$ cat config.mk
export PLATFORM = sky130hd
export DESIGN_NAME = ram4k_arbiter
export DESIGN_NICKNAME = d
export VERILOG_FILES = /design/src/rtl/ram_arb_pkg.sv /design/src/rtl/ram_arb_starve_ctr.sv /design/src/rtl/ram4k_arbiter.sv
export SDC_FILE = /design/constraint.sdc
export NUM_CORES = 1
export LEC_CHECK = 0
export CAP_MARGIN = 5
export CELL_PAD_IN_SITES_DETAIL_PLACEMENT = 1
export CELL_PAD_IN_SITES_GLOBAL_PLACEMENT = 1
export CORE_MARGIN = 5
export CORE_UTILIZATION = 20
export CTS_BUF_LIST = sky130_fd_sc_hd__clkbuf_4 sky130_fd_sc_hd__clkbuf_8 sky130_fd_sc_hd__clkbuf_16
export CTS_CLUSTER_SIZE = 30
export DETAILED_ROUTE_END_ITERATION = 7
export PLACE_DENSITY_LB_ADDON = 0.1
export REMOVE_ABC_BUFFERS = 1
export SLEW_MARGIN = 10
export SYNTH_ARGS = -nofsm -noshare
export SYNTH_HDL_FRONTEND = slang
export SYNTH_SLANG_ARGS = --single-unit
$ cat constraint.sdc
create_clock -name clk -period 1.5 [get_ports clk]
set_input_delay 0.225 -clock clk [delete_from_list [all_inputs] [get_ports clk]]
set_output_delay 0.225 -clock clk [all_outputs]
set_load 0.05 [all_outputs]
$ cat src/rtl/ram_arb_pkg.sv
// Shared widths and port indices for the RAM4K two-port arbiter.
package ram_arb_pkg;
  localparam int ADDR_W   = 12;
  localparam int DATA_W   = 16;
  localparam int WAIT_W   = 4;
  localparam int PORT_CPU = 0;
  localparam int PORT_AUX = 1;
endpackage

$ cat src/rtl/ram_arb_starve_ctr.sv
// Saturating count of consecutive cycles port 1 has been denied, and the
// override flag raised once that count reaches MAX_WAIT.
module ram_arb_starve_ctr
  import ram_arb_pkg::*;
#(
  parameter int MAX_WAIT = 4
) (
  input  logic clk,
  input  logic reset,
  input  logic req1,
  input  logic gnt1,
  output logic override
);

  localparam logic [WAIT_W-1:0] MAX_C = WAIT_W'(MAX_WAIT);

  logic [WAIT_W-1:0] wait_cnt_q;
  logic [WAIT_W-1:0] wait_cnt_d;

  always_comb begin
    wait_cnt_d = wait_cnt_q;
    if (!req1 || gnt1) begin
      wait_cnt_d = '0;
    end else if (wait_cnt_q != MAX_C) begin
      wait_cnt_d = wait_cnt_q + WAIT_W'(1);
    end
  end

  always_ff @(posedge clk) begin
    if (reset) begin
      wait_cnt_q <= '0;
    end else begin
      wait_cnt_q <= wait_cnt_d;
    end
  end

  assign override = req1 && (wait_cnt_q == MAX_C);

endmodule

$ cat src/rtl/ram4k_arbiter.sv
// Fixed-priority two-port arbiter in front of one external RAM4K bank.
// Define RAM4K_ARB_STARVE_GUARD_EN to bound port 1's wait to MAX_WAIT cycles.
module ram4k_arbiter
  import ram_arb_pkg::*;
#(
  parameter int MAX_WAIT = 4
) (
  input  logic              clk,
  input  logic              reset,
  input  logic              req0,
  input  logic              we0,
  input  logic [ADDR_W-1:0] addr0,
  input  logic [DATA_W-1:0] wdata0,
  input  logic              req1,
  input  logic              we1,
  input  logic [ADDR_W-1:0] addr1,
  input  logic [DATA_W-1:0] wdata1,
  output logic              gnt0,
  output logic              gnt1,
  output logic              rvalid0,
  output logic              rvalid1,
  output logic [DATA_W-1:0] rdata0,
  output logic [DATA_W-1:0] rdata1,
  output logic [ADDR_W-1:0] ram_address,
  output logic [DATA_W-1:0] ram_in,
  output logic              ram_load,
  input  logic [DATA_W-1:0] ram_out
);

  logic override;

`ifdef RAM4K_ARB_STARVE_GUARD_EN
  ram_arb_starve_ctr #(
    .MAX_WAIT (MAX_WAIT)
  ) u_starve_ctr (
    .clk      (clk),
    .reset    (reset),
    .req1     (req1),
    .gnt1     (gnt1),
    .override (override)
  );
`else
  // Without the guard MAX_WAIT has no effect; it is tied off here.
  logic unused_max_wait;
  assign unused_max_wait = ^(WAIT_W'(MAX_WAIT));
  assign override        = 1'b0;
`endif

  always_comb begin
    gnt0 = 1'b0;
    gnt1 = 1'b0;
    if (!reset) begin
      if (override) begin
        gnt1 = 1'b1;
      end else if (req0) begin
        gnt0 = 1'b1;
      end else if (req1) begin
        gnt1 = 1'b1;
      end
    end
  end

  // Idle cycles park the RAM on port 0's address with load low.
  assign ram_address = gnt1 ? addr1  : addr0;
  assign ram_in      = gnt1 ? wdata1 : wdata0;
  assign ram_load    = (gnt0 & we0) | (gnt1 & we1);

  logic              rvalid0_q, rvalid0_d;
  logic              rvalid1_q, rvalid1_d;
  logic [DATA_W-1:0] rdata0_q,  rdata0_d;
  logic [DATA_W-1:0] rdata1_q,  rdata1_d;

  always_comb begin
    rvalid0_d = gnt0 & ~we0;
    rvalid1_d = gnt1 & ~we1;
    rdata0_d  = rvalid0_d ? ram_out : rdata0_q;
    rdata1_d  = rvalid1_d ? ram_out : rdata1_q;
  end

  always_ff @(posedge clk) begin
    if (reset) begin
      rvalid0_q <= 1'b0;
      rvalid1_q <= 1'b0;
      rdata0_q  <= '0;
      rdata1_q  <= '0;
    end else begin
      rvalid0_q <= rvalid0_d;
      rvalid1_q <= rvalid1_d;
      rdata0_q  <= rdata0_d;
      rdata1_q  <= rdata1_d;
    end
  end

  assign rvalid0 = rvalid0_q;
  assign rvalid1 = rvalid1_q;
  assign rdata0  = rdata0_q;
  assign rdata1  = rdata1_q;

endmodule

# ---- Word-level counts from Yosys, hierarchy flattened
# Index checks and enable logic that the tools add are counted.
dict set report classes {
  bitwise_logic 7
  mux 7
}
# operator n
set op_table {}
lappend op_table {{16-bit 2-to-1 mux} 1}
lappend op_table {{12-bit 2-to-1 mux} 1}
lappend op_table {{1-bit 2-to-1 mux} 5}
lappend op_table {{1-bit AND} 4}
lappend op_table {{1-bit NOT} 2}
lappend op_table {{1-bit OR} 1}
dict set report word_totals {
  regBits 34
  wordCells 18
  out_inout_bits 65
}

# ---- Depth between registers and ports, before layout
# Gate-level depths: netlist of run 1.
dict set report logic_depth {
  ltp_word 5
  mapped_depth 5
}

# ---- Worst setup path before layout of run 1
# Ideal clock, no wire load.
dict set report synth_path {
  path_kind {in2out}
  start {input reset}
  end {output ram_load}
  n_path_buf 2
  path_stages 3
  required_ns 1.275
  arrival_ns 1.340
  setup_slack_ns -0.065
  path_cell_list {buf_2 -> clkbuf_1 -> a21oi_1}
}
dict set report synth_between {
  elab_chain_cells 3
  elab_cells_between_ends 5
  cone_classes {mux: 2; bitwise: 3}
}
# element line
set synth_rtl {}
lappend synth_rtl {{from (decl)} ram4k_arbiter.sv:9} ;# input logic reset,
lappend synth_rtl {{1-bit 2-to-1 mux} ram4k_arbiter.sv:52} ;# if (!reset) begin
lappend synth_rtl {{1-bit AND} ram4k_arbiter.sv:66} ;# assign ram_load = (gnt0 & we0) | (gnt1 & we1);
lappend synth_rtl {{1-bit OR *} ram4k_arbiter.sv:66}
lappend synth_rtl {{to (decl)} ram4k_arbiter.sv:26} ;# output logic ram_load,
# Mark *: on every way between the ends. The rest lies on a longest branch, timed or not.

# ---- Worst setup path after layout of run 1
dict set report layout_path {
  start {input req0}
  end {output ram_in[5]}
}
dict set report layout_between {
  elab_chain_cells 3
}
# element line
set layout_rtl {}
lappend layout_rtl {{from (decl)} ram4k_arbiter.sv:10} ;# input logic req0,
lappend layout_rtl {{1-bit 2-to-1 mux} ram4k_arbiter.sv:55} ;# end else if (req0) begin
lappend layout_rtl {{1-bit 2-to-1 mux} ram4k_arbiter.sv:52}
lappend layout_rtl {{16-bit 2-to-1 mux} ram4k_arbiter.sv:65} ;# assign ram_in = gnt1 ? wdata1 : wdata0;
lappend layout_rtl {{to (decl)} ram4k_arbiter.sv:25} ;# output logic [DATA_W-1:0] ram_in,
# No other way between the ends.

==> results.cfg, run 1 <==
[yosys]
ys_top_cells_by_count = 65 x nand2_1, 34 x dfxtp_1, 33 x a21oi_1, 26 x mux2_2, 5 x buf_4
syn-cell-area_um2 = 1560
syn_inst = 183
synth_top_cell_by_area = dfxtp_1
syn_area_per_cell_um2 = 8.53
yosysMostFrequentCell = nand2_1
synth_flop_cell = dfxtp_1
synthDistinctLibCells = 15
yosys_warnings = 0
ys_seq_area_frac = 0.436
ys_top_cells_by_area = dfxtp_1 44%, mux2_2 19%, nand2_1 16%
synthDominantCellAreaShare = 0.436
synth_edf_count = 0
synth_seq_cells = 34
async_flop_share = 0

[detailed_routing]
drtIter0Drc = 31
vias_per_cell = 4.29
firstDrtPassIters = 4
wl_per_cell_um = 18.1
drc = 0
wl_um = 7960
ant_nets = 0
vias = 1889

[setup_path]
end_kind = output port
crit_fanout = 8
slowest_delay_ps = 320
r2r-start = rdata1[1]
path_delay_family = buffers and inverters
slowest_stage = mux2_4
reg2reg_depth = 2
reg2reg_to = rdata1[1]
required_ps = 1270
reg2reg_slack_ps = 870
crit_chain = buf_6 -> nor3b_4 -> buf_6 -> buf_12 -> buf_12 -> mux2_4 -> buf_8
critPathKind = in2out
start_kind = input port
arrival_ps = 1380
path_buf_inv = 5

[power]
p_sw_frac = 0.332
power_switching_mw = 0.911
power_density_nw_per_um2 = 774
p_leak_nw = 1.50
power_frac_comb = 0.395
peakVddDrop_uv = 254
power.share.sequential = 0.348
p_int_mw = 1.83
pwr-share-clk = 0.256

[cts]
ctsHoldBuffers = 0
cts_tree = built
clock_sinks = 34
clock_latency_ps = 280
ctsHtreeMaxLevel = 2
clockRootBuffer = clkbuf_8
cts_buffers = 5
clk_pin_slew_ps = 70
cts.path.max_buffers = 2

[global_routing]
antenna_found_initial = 1
grt_max_degree = 35
grt_pass1_vias = 2124
overflow = 0
grt_pass1_wl_um = 12300
grt_use_total = 0.163

[min_path]
worstHoldStart = we1
whs_path_depth = 2
hold_class = in2reg
min_to = rvalid1

[final_layout]
diodes = 0
design_area_um2 = 3550
fin_nets = 415
area.growth.synth_to_final_pct = 127
drive_gt1_frac = 0.373

[floorplan]
die-area_um2 = 9670
start_util = 0.204
fp.dieW_um = 98.4
die_h_um = 98.4
fp.coreArea_um2 = 7650
ioPinCount = 143
rows = 32

[timing]
finalCritPeriodShare = 1.07
rsz0062_at_grt = yes
period_minus_slack_ps = 1610
max_freq_mhz = 623
fin_skew_ps = 0
setup_slack_ps = -106
finalHoldViolations = 0
slew_headroom = 0.747
setup_violations = 28
slew_viol_final = 0
worst_slew_pin_slew_ps = 380

[placement]
io_buffers = 142
routabilityCongestion = 0.807
pre_cts_slack_ps = -541
dp_hpwl_um = 6120
place_area_um2 = 3010

[run_status]
failed_checks = negative setup slack
run_status = finished with violations

[run]
maxCapViolCount = 0
-- through the flow --
stage                     setup TNS [ps]   util  hold WS (ps)  power, mW  instances
final                              -2350  0.464           228       2.75        440
after global routing               -4070  0.464           221       2.87        440
after CTS                          -2640  0.465           460       2.80        440
after detailed placement          -20260  0.394           450       1.90        425
after global placement            -20120  0.394           443       1.89        425
after floorplan                   -37370      -           294       1.44        169
-- repair_timing --
action                     in CTS  in global routing
pin swaps                       1                  2
cloned                          3                  0
gates resized for setup       103                  6
setup endpoints to repair      31                 29
buffers inserted                4                  2
-- kinds of logic (layout without fill, tap and decap cells) --
logic type,after synthesis,count (layout),synth area share
mux,28,28,0.202
compound gates,33,33,0.106
flops,34,34,0.436
buf+inv,14,169,0.0537
simple gates,74,74,0.203
-- layer usage --
layer / GRT usage / routed length, µm / part of all wire / vias up
met2: 0.286 / 3940 / 0.49 / 80
met1: 0.181 / 3110 / 0.39 / 890
met3: 0.0771 / 796 / 0.10 / 8
met4: 0.0336 / 97 / 0.012 / 2
met5: 0 / 13 / 0.0016 / -
li1: - / - / - / 909
-- power groups by stage --
stage	Sequential, mW	Combinational [mW]	Clock [mW]
floorplan	1.10	0.343	0
global route	0.961	1.13	0.778
detailed placement	0.978	0.919	0
CTS	0.957	1.10	0.746
global placement	0.977	0.914	0
finish	0.956	1.09	0.704
-- flip-flops by register name (all words and copies together) (netlist names) --
| name | count |
|---|---|
| rdata1 | 16 |
| rdata0 | 16 |
| rvalid1 | 1 |
| rvalid0 | 1 |
-- cell type report --
| type | count | area (µm²) |
|---|---|---|
| Fill cell | 863 | 4100 |
| Clock buffer | 6 | 82.6 |
| Multi-Input combinational cell | 135 | 912 |
| Sequential cell | 34 | 681 |
| Timing Repair Buffer | 161 | 1730 |
| Tap cell | 102 | 128 |
| Clock inverter | 2 | 12.5 |
-- worst max-delay path by stage --
stage | slack (ps) | cells past startpoint | endpoint | start
final | -110 | 7 | ram_in[5] | req0
after global placement | -540 | 5 | ram_address[11] | reset
after floorplan | -1300 | 2 | ram_address[1] | req0
after detailed placement | -540 | 5 | ram_in[12] | reset
after CTS | -110 | 7 | ram_in[12] | reset
after global routing | -170 | 7 | ram_in[5] | req0
-- cells in the final DEF, fill, tap and decap left out --
cell type / n
dlymetal6s2s_1: 1
clkdlybuf4s50_1: 73
nand2_1: 65
buf_16: 2
nor2b_1: 4
nand2b_1: 1
a21oi_2: 1
buf_8: 28
buf_6: 6
buf_12: 5
a21oi_1: 32
clkinvlp_4: 1
or3b_1: 1
clkinv_2: 1
dfxtp_1: 34
nand3b_1: 1
nor3b_4: 1
clkbuf_8: 6
buf_4: 46
mux2_4: 28
nor3b_2: 1
Power figures use the tool's default switching activity.
==> inputs of run 2 (changes only) <==
ABC_AREA = 1   (was not set)
CORE_UTILIZATION = 19   (was 20)
==> run 2 against run 1 <==
Effect of this change:
- the flow now finishes without violations
- first-iteration DRC count is 19% higher
- non-clock buffer count is 2 higher
- total power is 6.9% higher
- final area is 10% higher
- combinational power is 15% higher
- global-route usage is 1.7 points lower
- critical endpoint is now ram_in[3]
==> results.cfg, run 2 <==
[cts]
clock_latency_ps = 280
cts.path.max_buffers = 2
ctsHtreeMaxLevel = 2
cts_tree = built
clock_sinks = 34
clk_pin_slew_ps = 70
cts_buffers = 5
ctsHoldBuffers = 0
clockRootBuffer = clkbuf_8

[setup_path]
start_kind = input port
end_kind = output port
crit_fanout = 8
arrival_ps = 1210
reg2reg_depth = 2
critPathKind = in2out
required_ps = 1270

[power]
p_int_mw = 1.90
p_leak_nw = 1.79
power.share.sequential = 0.329
power_frac_comb = 0.427
pwr-share-clk = 0.244
peakVddDrop_uv = 340
power_density_nw_per_um2 = 749
p_sw_frac = 0.352
power_switching_mw = 1.03

[timing]
finalCritPeriodShare = 0.958
fin_skew_ps = 0
setup-tns-final_ps = 0
period_minus_slack_ps = 1440
max_freq_mhz = 696
worst_slew_pin_slew_ps = 338
timing.hold.ws_ps = 476
slew_headroom = 0.775
slew_viol_final = 0
rsz0062_at_grt = no
setup_slack_ps = 63.7
setup_violations = 0
finalHoldViolations = 0

[placement]
routabilityCongestion = 0.770
place_area_um2 = 3550
placed_cells = 511
pre_cts_slack_ps = -217
dp_hpwl_um = 6460
io_buffers = 142

[detailed_routing]
vias = 2226
wl_um = 8000
drc = 0
vias_per_cell = 4.26
ant_nets = 0
firstDrtPassIters = 3
wl_per_cell_um = 15.3
drtIter0Drc = 37

[yosys]
syn_area_per_cell_um2 = 6.34
synth_flop_cell = dfxtp_1
ys_seq_area_frac = 0.411
synthDominantCellAreaShare = 0.411
synth_top_cell_by_area = dfxtp_1
yosys_warnings = 0
ys_top_cells_by_count = 102 x nand2_1, 34 x dfxtp_1, 32 x nor2_1, 19 x inv_1
ys_top_cells_by_area = dfxtp_1 41%, nand2_1 23%, nor2_1 7.3%
synth_seq_cells = 34
yosysMostFrequentCell = nand2_1
syn-cell-area_um2 = 1660
async_flop_share = 0
synth_edf_count = 0
synthDistinctLibCells = 16
syn_inst = 261

[global_routing]
grt_pass1_vias = 2341
grt_max_degree = 35
grt_use_total = 0.147
overflow = 0
grt_pass1_wl_um = 12000
antenna_found_initial = 1

[floorplan]
fp.dieW_um = 103
die_h_um = 103
ioPinCount = 143
start_util = 0.193
rows = 34
die-area_um2 = 10700
fp.coreArea_um2 = 8590

[min_path]
hold_class = reg2reg
whs_path_depth = 2

[final_layout]
design_area_um2 = 3920
final-instance-count-excl-fill = 523
drive_gt1_frac = 0.366
layout.cells.most_common_list = 74 x clkdlybuf4s50_1, 54 x nand2_1, 43 x buf_4
fin_nets = 492
layout_commonest_cell = clkdlybuf4s50_1
area.growth.synth_to_final_pct = 137
diodes = 0

[run]
maxCapViolCount = 0

[run_status]
run_status = finished clean
==> run 2: layout make-up <==
cell class	count	area, µm²
clock buffers	6	82.6
clock inverters	2	12.5
fillers	1006	4670
inverters	24	95.1
multi-input cells	186	978
flip-flops and latches	34	681
well taps	108	135
repair buffers	163	1930
==> run 2: power by group through the flow <==
| stage | Clock, mW | Combinational, mW | Sequential [mW] |
|---|---|---|---|
| after floorplan | 0 | 0.381 | 1.12 |
| after global placement | 0 | 1.18 | 0.984 |
| after detailed placement | 0 | 1.19 | 0.986 |
| after CTS | 0.747 | 1.22 | 0.965 |
| after global routing | 0.782 | 1.32 | 0.969 |
| final | 0.717 | 1.25 | 0.964 |
==> run 2: stage by stage <==
step	utilization	total power, mW
floorplan	-	1.50
global placement	0.413	2.16
detailed placement	0.413	2.17
CTS	0.439	2.93
global route	0.456	3.07
finish	0.456	2.94
==> run 2: timing repair <==
action,4_1_cts,5_1_grt
gates resized for setup,30,44
endpoints found under the setup margin,31,29
cloned,1,1
setup buffers,4,0
pin swaps,4,5
==> run 2: path summary, 6_finish.rpt <==
| check | start | endpoint | slack (ps) |
|---|---|---|---|
| max | req1 | ram_in[3] | 60 |
| min | rdata0[10] | rdata0[10] | 480 |
| max reg2reg | rdata0[11] | rdata0[11] | 880 |
| min reg2reg | rdata0[10] | rdata0[10] | 480 |
==> run 2: cells by family after synthesis <==
logic type / synth area share
flops: 0.411
buf+inv: 0.107
simple gates: 0.429
compound gates: 0.0522
==> run 2: critical path: stages <==
cell and delay, ps:
dlygate4sd2_1 250, nand3_4 120, buf_6 150, clkbuf_16 180, nand2_4 60, nand2_2 60
buf_12 150
==> run 2: layer usage <==
metal | share of wire | routed length, µm | vias up | GRT usage
li1 | - | - | 1122 | -
met1 | 0.38 | 3020 | 1018 | 0.167
met2 | 0.52 | 4170 | 74 | 0.255
met3 | 0.084 | 672 | 10 | 0.0590
met4 | 0.016 | 125 | 2 | 0.0388
met5 | 0.0014 | 11 | - | 0
